`config.mk`:
```
export PLATFORM = sky130hd
export DESIGN_NAME = teclado_ps2_rx_flat
export DESIGN_NICKNAME = d
export VERILOG_FILES = /design/src/rtl/teclado_ps2_rx_if.sv /design/src/rtl/teclado_ps2_rx.sv /design/src/flat_wrapper.sv
export SDC_FILE = /design/constraint.sdc
export NUM_CORES = 1
export LEC_CHECK = 0
export CAP_MARGIN = 20
export CORE_ASPECT_RATIO = 1.1
export CORE_MARGIN = 2
export CORE_UTILIZATION = 57
export CTS_CLUSTER_SIZE = 25
export DETAILED_ROUTE_END_ITERATION = 7
export GPL_ROUTABILITY_DRIVEN = 0
export MAX_ROUTING_LAYER = met4
export PLACE_DENSITY = 0.79
export SLEW_MARGIN = 20
export SYNTH_ARGS = -nofsm -noshare
export SYNTH_HDL_FRONTEND = slang
export SYNTH_SLANG_ARGS = --single-unit
```
`constraint.sdc`:
```
create_clock -name clk -period 3.12 [get_ports clk]
set_clock_uncertainty 0.05 [all_clocks]
set_input_delay 0.468 -clock clk [delete_from_list [all_inputs] [get_ports clk]]
set_output_delay 0.468 -clock clk [all_outputs]
set_load 0.1 [all_outputs]
```
`src/rtl/teclado_ps2_rx_if.sv`:
```
// ---------------------------------------------------------------------------
// teclado_ps2_rx_if
// Bundle between the PS/2 keyboard lines and the scan-code consumers.
//   ps2_clk, ps2_data : keyboard open-collector lines (asynchronous)
//   Estado            : scan code of the last make event
//   codigo            : last completed non-prefix code (make or break)
//   extendido         : codigo was preceded by an E0 prefix
//   make_stb          : one-cycle pulse per accepted make code
//   break_stb         : one-cycle pulse per accepted break code
//   frame_err         : one-cycle pulse per rejected / timed-out frame
// Modports: master = keyboard side / host logic, slave = receiver.
// ---------------------------------------------------------------------------
interface teclado_ps2_rx_if;
  logic       ps2_clk;
  logic       ps2_data;
  logic [7:0] Estado;
  logic [7:0] codigo;
  logic       extendido;
  logic       make_stb;
  logic       break_stb;
  logic       frame_err;

  modport master (
    output ps2_clk, ps2_data,
    input  Estado, codigo, extendido, make_stb, break_stb, frame_err
  );

  modport slave (
    input  ps2_clk, ps2_data,
    output Estado, codigo, extendido, make_stb, break_stb, frame_err
  );
endinterface

```
`src/rtl/teclado_ps2_rx.sv`:
```
// ---------------------------------------------------------------------------
// teclado_ps2_rx
// PS/2 keyboard receiver. Synchronizes and filters the keyboard lines,
// deframes 11-bit device-to-host frames, strips E0/F0 prefixes and reports
// make/break events.
// Ports:
//   clk      : system clock, all logic on rising edge
//   reset_n  : asynchronous active-low reset
//   bus      : teclado_ps2_rx_if.slave (PS/2 lines in, scan-code outputs)
// Parameters:
//   FILTER_LEN  : identical samples needed before filtered ps2_clk changes
//   TIMEOUT_CYC : max clk cycles between falling edges inside a frame
//
// state    | meaning
// ---------+-------------------------------------------------------------
// S_IDLE   | waiting for a falling edge with data=0 (start bit)
// S_DATA   | shifting in 8 data bits, LSB first
// S_PARITY | capturing the parity bit
// S_STOP   | checking stop bit and odd parity, then processing the byte
// ---------------------------------------------------------------------------
module teclado_ps2_rx #(
  parameter int unsigned FILTER_LEN  = 8,
  parameter int unsigned TIMEOUT_CYC = 20000
) (
  input  logic               clk,
  input  logic               reset_n,
  teclado_ps2_rx_if.slave    bus
);

  localparam int unsigned FW = (FILTER_LEN  > 1) ? $clog2(FILTER_LEN)      : 1;
  localparam int unsigned TW = $clog2(TIMEOUT_CYC + 1);

  typedef enum logic [1:0] {
    S_IDLE   = 2'd0,
    S_DATA   = 2'd1,
    S_PARITY = 2'd2,
    S_STOP   = 2'd3
  } state_t;

  // synchronizers (reset to the idle-high line level)
  logic clk_s1_q, clk_s1_d, clk_s2_q, clk_s2_d;
  logic dat_s1_q, dat_s1_d, dat_s2_q, dat_s2_d;

  // clock glitch filter
  logic [FW-1:0] flt_cnt_q, flt_cnt_d;
  logic          flt_q, flt_d;
  logic          fall;

  // deframer
  state_t        state_q, state_d;
  logic [2:0]    bit_cnt_q, bit_cnt_d;
  logic [7:0]    shreg_q, shreg_d;
  logic          par_q, par_d;
  logic [TW-1:0] tmo_q, tmo_d;
  logic          frame_ok;
  logic          tmo_expired;

  // byte processing / outputs
  logic [7:0]    estado_q, estado_d;
  logic [7:0]    codigo_q, codigo_d;
  logic          ext_q, ext_d;
  logic          make_q, make_d;
  logic          brk_q, brk_d;
  logic          err_q, err_d;
  logic          pend_ext_q, pend_ext_d;
  logic          pend_brk_q, pend_brk_d;

  // -------------------------------------------------------------------------
  // Input conditioning
  // -------------------------------------------------------------------------
  always_comb begin
    clk_s1_d = bus.ps2_clk;
    clk_s2_d = clk_s1_q;
    dat_s1_d = bus.ps2_data;
    dat_s2_d = dat_s1_q;
  end

  // The counter tracks how many consecutive samples disagree with the
  // filtered level; any agreeing sample restarts the count, so short
  // glitches never reach the terminal value.
  always_comb begin
    flt_cnt_d = '0;
    flt_d     = flt_q;
    if (clk_s2_q != flt_q) begin
      if (flt_cnt_q == FW'(FILTER_LEN - 1)) begin
        flt_d = clk_s2_q;
      end else begin
        flt_cnt_d = flt_cnt_q + 1'b1;
      end
    end
  end

  // Edge is taken in the same cycle the filter decides to flip, so the
  // deframer acts without an extra register stage.
  assign fall = flt_q & ~flt_d;

  // -------------------------------------------------------------------------
  // Deframer FSM and byte processing
  // -------------------------------------------------------------------------
  assign frame_ok    = dat_s2_q & (^{shreg_q, par_q});
  assign tmo_expired = (state_q != S_IDLE) && !fall && (tmo_q <= TW'(1));

  always_comb begin
    state_d    = state_q;
    bit_cnt_d  = bit_cnt_q;
    shreg_d    = shreg_q;
    par_d      = par_q;
    tmo_d      = '0;
    estado_d   = estado_q;
    codigo_d   = codigo_q;
    ext_d      = ext_q;
    make_d     = 1'b0;
    brk_d      = 1'b0;
    err_d      = 1'b0;
    pend_ext_d = pend_ext_q;
    pend_brk_d = pend_brk_q;

    case (state_q)
      S_IDLE: begin
        if (fall && !dat_s2_q) begin
          state_d   = S_DATA;
          bit_cnt_d = 3'd0;
        end
      end

      S_DATA: begin
        if (fall) begin
          shreg_d   = {dat_s2_q, shreg_q[7:1]};
          bit_cnt_d = bit_cnt_q + 3'd1;
          if (bit_cnt_q == 3'd7) begin
            state_d = S_PARITY;
          end
        end
      end

      S_PARITY: begin
        if (fall) begin
          par_d   = dat_s2_q;
          state_d = S_STOP;
        end
      end

      S_STOP: begin
        if (fall) begin
          state_d = S_IDLE;
          if (!frame_ok) begin
            err_d      = 1'b1;
            pend_ext_d = 1'b0;
            pend_brk_d = 1'b0;
          end else if (shreg_q == 8'hE0) begin
            pend_ext_d = 1'b1;
          end else if (shreg_q == 8'hF0) begin
            pend_brk_d = 1'b1;
          end else begin
            codigo_d   = shreg_q;
            ext_d      = pend_ext_q;
            if (pend_brk_q) begin
              brk_d = 1'b1;
            end else begin
              make_d   = 1'b1;
              estado_d = shreg_q;
            end
            pend_ext_d = 1'b0;
            pend_brk_d = 1'b0;
          end
        end
      end

      default: state_d = S_IDLE;
    endcase

    // A stalled keyboard drops the partial byte but keeps prefix flags.
    if (tmo_expired) begin
      state_d = S_IDLE;
      err_d   = 1'b1;
    end

    // Inter-edge timer: reloaded on every falling edge, counts down while
    // a frame is in progress.
    if (state_d != S_IDLE) begin
      if (fall) begin
        tmo_d = TW'(TIMEOUT_CYC);
      end else if (tmo_q != '0) begin
        tmo_d = tmo_q - 1'b1;
      end
    end
  end

  always_ff @(posedge clk or negedge reset_n) begin
    if (!reset_n) begin
      clk_s1_q   <= 1'b1;
      clk_s2_q   <= 1'b1;
      dat_s1_q   <= 1'b1;
      dat_s2_q   <= 1'b1;
      flt_cnt_q  <= '0;
      flt_q      <= 1'b1;
      state_q    <= S_IDLE;
      bit_cnt_q  <= 3'd0;
      shreg_q    <= 8'h00;
      par_q      <= 1'b0;
      tmo_q      <= '0;
      estado_q   <= 8'h00;
      codigo_q   <= 8'h00;
      ext_q      <= 1'b0;
      make_q     <= 1'b0;
      brk_q      <= 1'b0;
      err_q      <= 1'b0;
      pend_ext_q <= 1'b0;
      pend_brk_q <= 1'b0;
    end else begin
      clk_s1_q   <= clk_s1_d;
      clk_s2_q   <= clk_s2_d;
      dat_s1_q   <= dat_s1_d;
      dat_s2_q   <= dat_s2_d;
      flt_cnt_q  <= flt_cnt_d;
      flt_q      <= flt_d;
      state_q    <= state_d;
      bit_cnt_q  <= bit_cnt_d;
      shreg_q    <= shreg_d;
      par_q      <= par_d;
      tmo_q      <= tmo_d;
      estado_q   <= estado_d;
      codigo_q   <= codigo_d;
      ext_q      <= ext_d;
      make_q     <= make_d;
      brk_q      <= brk_d;
      err_q      <= err_d;
      pend_ext_q <= pend_ext_d;
      pend_brk_q <= pend_brk_d;
    end
  end

  assign bus.Estado    = estado_q;
  assign bus.codigo    = codigo_q;
  assign bus.extendido = ext_q;
  assign bus.make_stb  = make_q;
  assign bus.break_stb = brk_q;
  assign bus.frame_err = err_q;

endmodule

```
`src/flat_wrapper.sv`:
```
// flat-port wrapper written by rule: the top's interface ports become plain ports
module teclado_ps2_rx_flat 
#(
  parameter int unsigned FILTER_LEN  = 8,
  parameter int unsigned TIMEOUT_CYC = 20000
)
  (clk, reset_n, bus_ps2_clk, bus_ps2_data, bus_Estado, bus_codigo, bus_extendido, bus_make_stb, bus_break_stb, bus_frame_err);
  teclado_ps2_rx_if bus_i ();
  input  logic clk;
  input  logic reset_n;
  input wire logic [$bits(bus_i.ps2_clk)-1:0] bus_ps2_clk;
  input wire logic [$bits(bus_i.ps2_data)-1:0] bus_ps2_data;
  output wire logic [$bits(bus_i.Estado)-1:0] bus_Estado;
  output wire logic [$bits(bus_i.codigo)-1:0] bus_codigo;
  output wire logic [$bits(bus_i.extendido)-1:0] bus_extendido;
  output wire logic [$bits(bus_i.make_stb)-1:0] bus_make_stb;
  output wire logic [$bits(bus_i.break_stb)-1:0] bus_break_stb;
  output wire logic [$bits(bus_i.frame_err)-1:0] bus_frame_err;
  assign bus_i.ps2_clk = bus_ps2_clk;
  assign bus_i.ps2_data = bus_ps2_data;
  assign bus_Estado = bus_i.Estado;
  assign bus_codigo = bus_i.codigo;
  assign bus_extendido = bus_i.extendido;
  assign bus_make_stb = bus_i.make_stb;
  assign bus_break_stb = bus_i.break_stb;
  assign bus_frame_err = bus_i.frame_err;
  teclado_ps2_rx #(.FILTER_LEN(FILTER_LEN), .TIMEOUT_CYC(TIMEOUT_CYC)) u_core (.clk(clk), .reset_n(reset_n), .bus(bus_i));
endmodule
```
==> results by group, run 1 <==
Synth
  • Most numerous cell in the Yosys netlist: dfrtp_1
  • Syn_nets: 221
  • Cell taking the most area after synthesis: dfrtp_1
  • Synth top area cells: dfrtp_1 50%, mux2_2 8.4%, dfstp_2 4.9%, mux2_4 4.5%, nor2_1 3.3%
  • Flops & latches, synth: slightly below 60
  • Post-Synthesis Cells: 210
  • Most instantiated cells after synthesis: 54 x dfrtp_1, 24 x nor2_1, 20 x mux2_2
  • Synth Flop Type: dfrtp_1
  • Post-synth top area share: 50.1%
  • Asr flop ratio synth: 100%
  • Sequential area share after synthesis: 55.0%
  • Synth Cell Area: between 2000 and 3000 um^2
  • EDFF count, synth: 0
  • Mean Syn Cell Area: 12.8 um^2
  • Yosys cell types: 46
  • Yosys warnings: 0

Floorplan
  • Die Height: roughly 76 um
  • Top-Level Pins: 24
  • Die Wd: 69.6 um
  • Core box area: 4590 um^2
  • Initial core utilization: between 50% and 60%
  • Die area: between 5000 and 6000 um^2
  • Rows: 26

Worst setup path
  • CP max FO: 8
  • Crit-path cells: ha_1 -> ha_1 -> and3b_1 -> nand3_1 -> nor2_1 -> and4_4 -> mux2_4
  • CP endpoint kind: register
  • Crit-path leading delay family: simple AND/OR/NAND/NOR gates
  • Worst EP required: 3.30 ns
  • Reg2reg path depth: 7
  • CP Buf/Inv Count: 0
  • CP max stage cell: and4_4
  • Most frequent CP cell: ha_1
  • Levels on crit path: 7
  • Critical Path Max Stage Delay: around 0.37 ns
  • Critical path class: register to register
  • Critical Path Source Type: register
  • Arr. time, crit path: 2.50 ns

Timing
  • RSZ-0062 raised after global routing: no
  • Fmax: 432 MHz
  • Period utilisation layout: 74.2%
  • Setup TNS: 0 ns
  • Worst-Margin Slew: 0.723 ns
  • Crit path time final: 2.32 ns
  • Pins over their slew limit: 0
  • Slew margin rel.: 51.8%
  • Final Hold Fails: 0
  • Final setup margin: 0.804 ns
  • Final setup vio count: 0

Clock tree
  • Number of H-tree levels: 3
  • Cts-stage hold buffer count: 0
  • TritonCTS clock tree: done
  • Setup Fix Bufs, Post-CTS: 0
  • Root Driver: clkbuf_8
  • CTS Buf Count: 9
  • Clk slew on worst S/H paths: 0.07 ns
  • Clk sink count: 59
  • Post-CTS sizing: 0
  • Worst-Skew Late Latency: 0.34 ns
  • CTS max path bufs: 2

Drt
  • WL/cell: 15.0 um
  • DRC Markers: 0
  • Antenna-violating nets left: 0
  • First DRT Iteration DRCs: between 100 and 150
  • Drt pass-1 iters: 4
  • DR vias/cell: ~5.5
  • Vias post-DR: approximately 1.7k
  • Final wirelength: 4520 um

Outcome
  • Status: finished, final reports clean

Place
  • Post-DP HPWL: 2950 um
  • Port bufs: 23
  • Pre-CTS WS: 0.807 ns
  • Placed Instances: 286

Global route
  • Total GRT Usage: 20.1%
  • Total grt overflow: 0
  • Initial antenna violation count: 0
  • Vias in the first global route: 1678
  • First-pass GRT wire length: 7940 um
  • Pin count of the biggest net entering global routing: 60

Finish
  • Diode count: 0
  • Syn-to-layout area delta: 14.9%
  • Fin nets: 252
  • Fin util: between 60% and 70%
  • Layout Cells excl Fill: 301
  • Layout cells sized above 1: 33.9%

Hold path
  • Worst Hold Class: input pin to async pin

Pwr
  • P_leak: around 1.6 nW
  • Maximum vdd drop: ~0.35 mV
  • Power density cells: 475 nW/um^2

Flow run
  • Max-cap viol count: 0
## metrics by stage
stage	hold slack [ns]	cell area [um^2]	power (mW)
finish	0.201	3100	1.47
global route	0.287	3100	1.52
CTS	0.232	3100	1.48
detailed placement	0.297	2930	0.884
global placement	0.296	2930	0.885
floorplan	0.122	2700	0.856
## state kept, by name, summed over array words and instances (netlist names), 2 cells and up
signal and count:
u_core.shreg_q 8, u_core.bus.codigo 8, u_core.bit_cnt_q 3, u_core.state_q 2
u_core.bus.Estado 8, u_core.flt_cnt_q 3, u_core.tmo_q 15
## power breakdown
group          leakage [nW]  total, mW  internal [mW]  switching [mW]
logic                 0.747     0.0567         0.0259          0.0308
clock network        0.0839      0.601          0.300           0.301
registers             0.805      0.813          0.795          0.0180
total                  1.64       1.47           1.12           0.350
## metal layers
layer | wire [um] | up-vias | GRT usage (%)
met5 | 0 | - | -
li1 | - | 810 | -
met4 | 110 | 0 | 12.4
met3 | 158 | 11 | 5.16
met1 | 2230 | 820 | 26.5
met2 | 2020 | 22 | 28.0
## area by class of cell
class,instances,area (um^2)
Fill cell,342,1490
Sequential cell,59,1480
Multi-Input combinational cell,142,1170
Timing Repair Buffer,25,190
Clock buffer,10,138
Tap cell,56,70.1
Clock inverter,5,30.0
Inverter,4,15.0
## cells by family after synthesis
group,share of synthesized area [%]
AND/OR/NAND/NOR,15.2
flip-flops,55.0
multiplexers,12.8
AO/OA/AOI/OAI,4.92
XOR/XNOR,7.29
buffers and inverters,1.53
adder cells (fa/ha/maj),3.25
## path summary, 6_finish.rpt
kind | start | endpoint | slack [ns]
max in group asynchronous | reset_n | u_core.flt_cnt_q[0] | 2.33
min in group clk | u_core.clk_s1_q | u_core.clk_s2_q | 0.30
setup / recovery | u_core.flt_cnt_q[0] | u_core.bus.Estado[1] | 0.80
hold / removal | reset_n | u_core.tmo_q[4] | 0.20
setup reg to reg | u_core.flt_cnt_q[0] | u_core.bus.Estado[1] | 0.80
hold reg to reg | u_core.clk_s1_q | u_core.clk_s2_q | 0.30
## worst reg2reg max path, stage by stage, from the launching register on
cell and delay, ns:
dfrtp_1 0.34, ha_1 0.15, ha_1 0.24, and3b_1 0.33
nand3_1 0.20, nor2_1 0.21, and4_4 0.37, mux2_4 0.32
## layout by cell type (no fill, tap or decap), types with 2 or more instances in the layout
cell              n
mux2_2           20
a22o_1            2
nor4_1            2
nand3_1           4
ha_1              7
clkinvlp_4        2
nor3_1            4
xnor2_2           2
nor2_1           24
or4_4             3
and2_1            2
clkdlybuf4s50_1   2
or3_1             4
a31oi_1           2
clkinv_2          3
a21oi_1           9
xor2_1            9
buf_4            22
nand2_1           6
nand4b_1          2
nor3b_1           2
xnor2_1           7
a21o_1            2
clkbuf_8         10
o21bai_1          2
dfstp_2           5
mux2_4            8
dfrtp_1          54
inv_1             4
Power figures use the tool's default switching activity.
==> run 2: changes to the inputs <==
Clock period 3.12 ns to 2.2 ns, I/O delays scaled along.
==> results by group, run 2 (same netlist as run 1, synthesis figures left out) <==
Clock tree
  • Root Driver: clkbuf_8
  • Clk slew on worst S/H paths: 0.06 ns
  • CTS max path bufs: 2
  • Number of H-tree levels: 3
  • TritonCTS clock tree: done
  • Worst-Skew Late Latency: 0.34 ns
  • Clk sink count: 59
  • CTS Buf Count: 9

Place
  • Post-DP HPWL: roughly 3200 um
  • Port bufs: 23
  • Pre-CTS WS: 0.0519 ns

Finish
  • Top reg by flops: u_core.tmo_q
  • Highest-count cells in the layout ignoring fill and taps: 53 x dfrtp_1, 34 x buf_4, 24 x nor2_1, 20 x mux2_2, 12 x clkbuf_8
  • Commonest non-fill, non-tap cell in the layout: dfrtp_1
  • Layout cells sized above 1: 38.0%
  • Fin nets: 266
  • Largest register FFs: 15
  • Syn-to-layout area delta: 21.1%
  • Diode count: 0

Timing
  • Worst-Margin Slew: 0.445 ns
  • Setup TNS: 0 ns
  • Final setup vio count: 0
  • Slew margin rel.: between 70% and 80%
  • Final setup margin: 0.0564 ns
  • Crit path time final: roughly 2.1 ns
  • Pins over their slew limit: 0
  • Period utilisation layout: 97.4%
  • Final Hold Fails: 0
  • RSZ-0062 raised after global routing: no
  • Fmax: 467 MHz

Pwr
  • Power density cells: between 600 and 700 nW/um^2
  • P_leak: 1.73 nW
  • Overall power: 2.24 mW
  • Maximum vdd drop: 0.489 mV

Hold path
  • Worst Hold Class: register to register
  • Worst hold path startpoint: u_core.clk_s1_q
  • Worst hold stages: 0
  • Hold EP: u_core.clk_s2_q

Floorplan
  • Initial core utilization: 58.8%
  • Die area: 5300 um^2
  • Top-Level Pins: 24
  • Rows: 26
  • Core box area: ~4600 um^2
  • Die Height: approximately 76 um
  • Die Wd: 69.6 um

Global route
  • Routing usage on met3: 7.41%
  • GRT met2 Usage: 29.9%
  • Busiest grt layer: met2
  • M1 GR Usage: 27.5%
  • Total GRT Usage: 21.1%
  • Total grt overflow: 0
  • Initial antenna violation count: 0
  • First-pass GRT wire length: 8480 um
  • Pin count of the biggest net entering global routing: 42
  • Vias in the first global route: 1808

Worst setup path
  • Critical path class: register to register
  • CP max stage cell: xnor3_2
  • Worst EP required: 2.37 ns
  • Critical Path Max Stage Delay: between 0.4 and 0.5 ns
  • Crit-path cells: xnor2_1 -> xnor3_2 -> xnor2_2 -> and4_4 -> mux2_4
  • Crit Reg-Reg Startpoint: u_core.shreg_q[3]
  • Crit-path leading delay family: XOR/XNOR gates
  • CP endpoint kind: register
  • Worst r2r dst: u_core.bus.Estado[5]
  • Arr. time, crit path: between 2 and 2.5 ns
  • CP max FO: 8
  • CP Buf/Inv Count: 0
  • Reg2reg path depth: 5
  • R2R Setup Slk: roughly 0.056 ns
  • Critical Path Source Type: register

Flow run
  • Max-cap viol count: 0

Drt
  • Vias post-DR: 1743
  • Antenna-violating nets left: 0
  • First DRT Iteration DRCs: 150
  • WL/cell: between 15 and 20 um
  • DR vias/cell: 5.55
  • Final wirelength: 4880 um
  • DRC Markers: 0
  • Drt pass-1 iters: 4

Outcome
  • Status: finished, final reports clean
[run 2: cell count changes in the layout (fill, tap and decap cells not counted), sizes merged]
cell | previous run | this run
clkinvlp | 2 | 0
buf | 23 | 36
bufinv | 0 | 1
clkinv | 3 | 1
clkbuf | 10 | 12
dlygate4sd3 | 0 | 1
[run 2: through the flow]
stage          instance area [um^2]  hold slack [ns]  utilization, %  cells
3_5_place_dp                   3040            0.248            66.3    299
6_report                       3270            0.307            71.2    314
5_1_grt                        3270            0.311            71.2    314
3_3_place_gp                   3040            0.242            66.3    299
2_1_floorplan                  2700          -0.0156               -    210
4_1_cts                        3250            0.309            70.9    314
[run 2: worst max-delay path by stage]
| stage | start | endpoint | slack, ns | cells after the start |
|---|---|---|---|---|
| global placement | u_core.shreg_q[6] | u_core.bus.Estado[5] | 0.11 | 5 |
| floorplan | u_core.flt_cnt_q[0] | u_core.bus.Estado[0] | 0.03 | 9 |
| global route | u_core.shreg_q[6] | u_core.bus.Estado[5] | 0.007 | 5 |
| CTS | u_core.tmo_q[9] | u_core.tmo_q[6] | 0.03 | 5 |
| finish | u_core.shreg_q[3] | u_core.bus.Estado[5] | 0.06 | 5 |
| detailed placement | u_core.tmo_q[9] | u_core.tmo_q[6] | 0.05 | 5 |
[run 2: repair_timing]
item / 4_1_cts / 5_1_grt
endpoints found under the hold margin: 13 / 0
gates resized for setup: 0 / 4
hold buffers: 1 / 0
setup buffers: 0 / 0
endpoints found under the setup margin: 0 / 30
[run 2: routing by layer]
metal  vias up  wire [um]
met1       851       2350
met5         -          0
li1        839          -
met2        45       2250
met3         8        207
met4         0         78
[run 2: cell type report]
cell class	count	area, um^2
Sequential cell	59	1480
Inverter	4	15.0
Clock buffer	12	165
Timing Repair Buffer	39	310
Tap cell	56	70.1
Multi-Input combinational cell	142	1190
Fill cell	308	1320
Clock inverter	2	35.0
[run 2: where the power goes]
| part | total (mW) | switching (mW) | leakage, nW | internal [mW] |
|---|---|---|---|---|
| logic | 0.0885 | 0.0457 | 0.820 | 0.0428 |
| clock network | 0.995 | 0.394 | 0.104 | 0.601 |
| registers | 1.15 | 0.0259 | 0.803 | 1.13 |
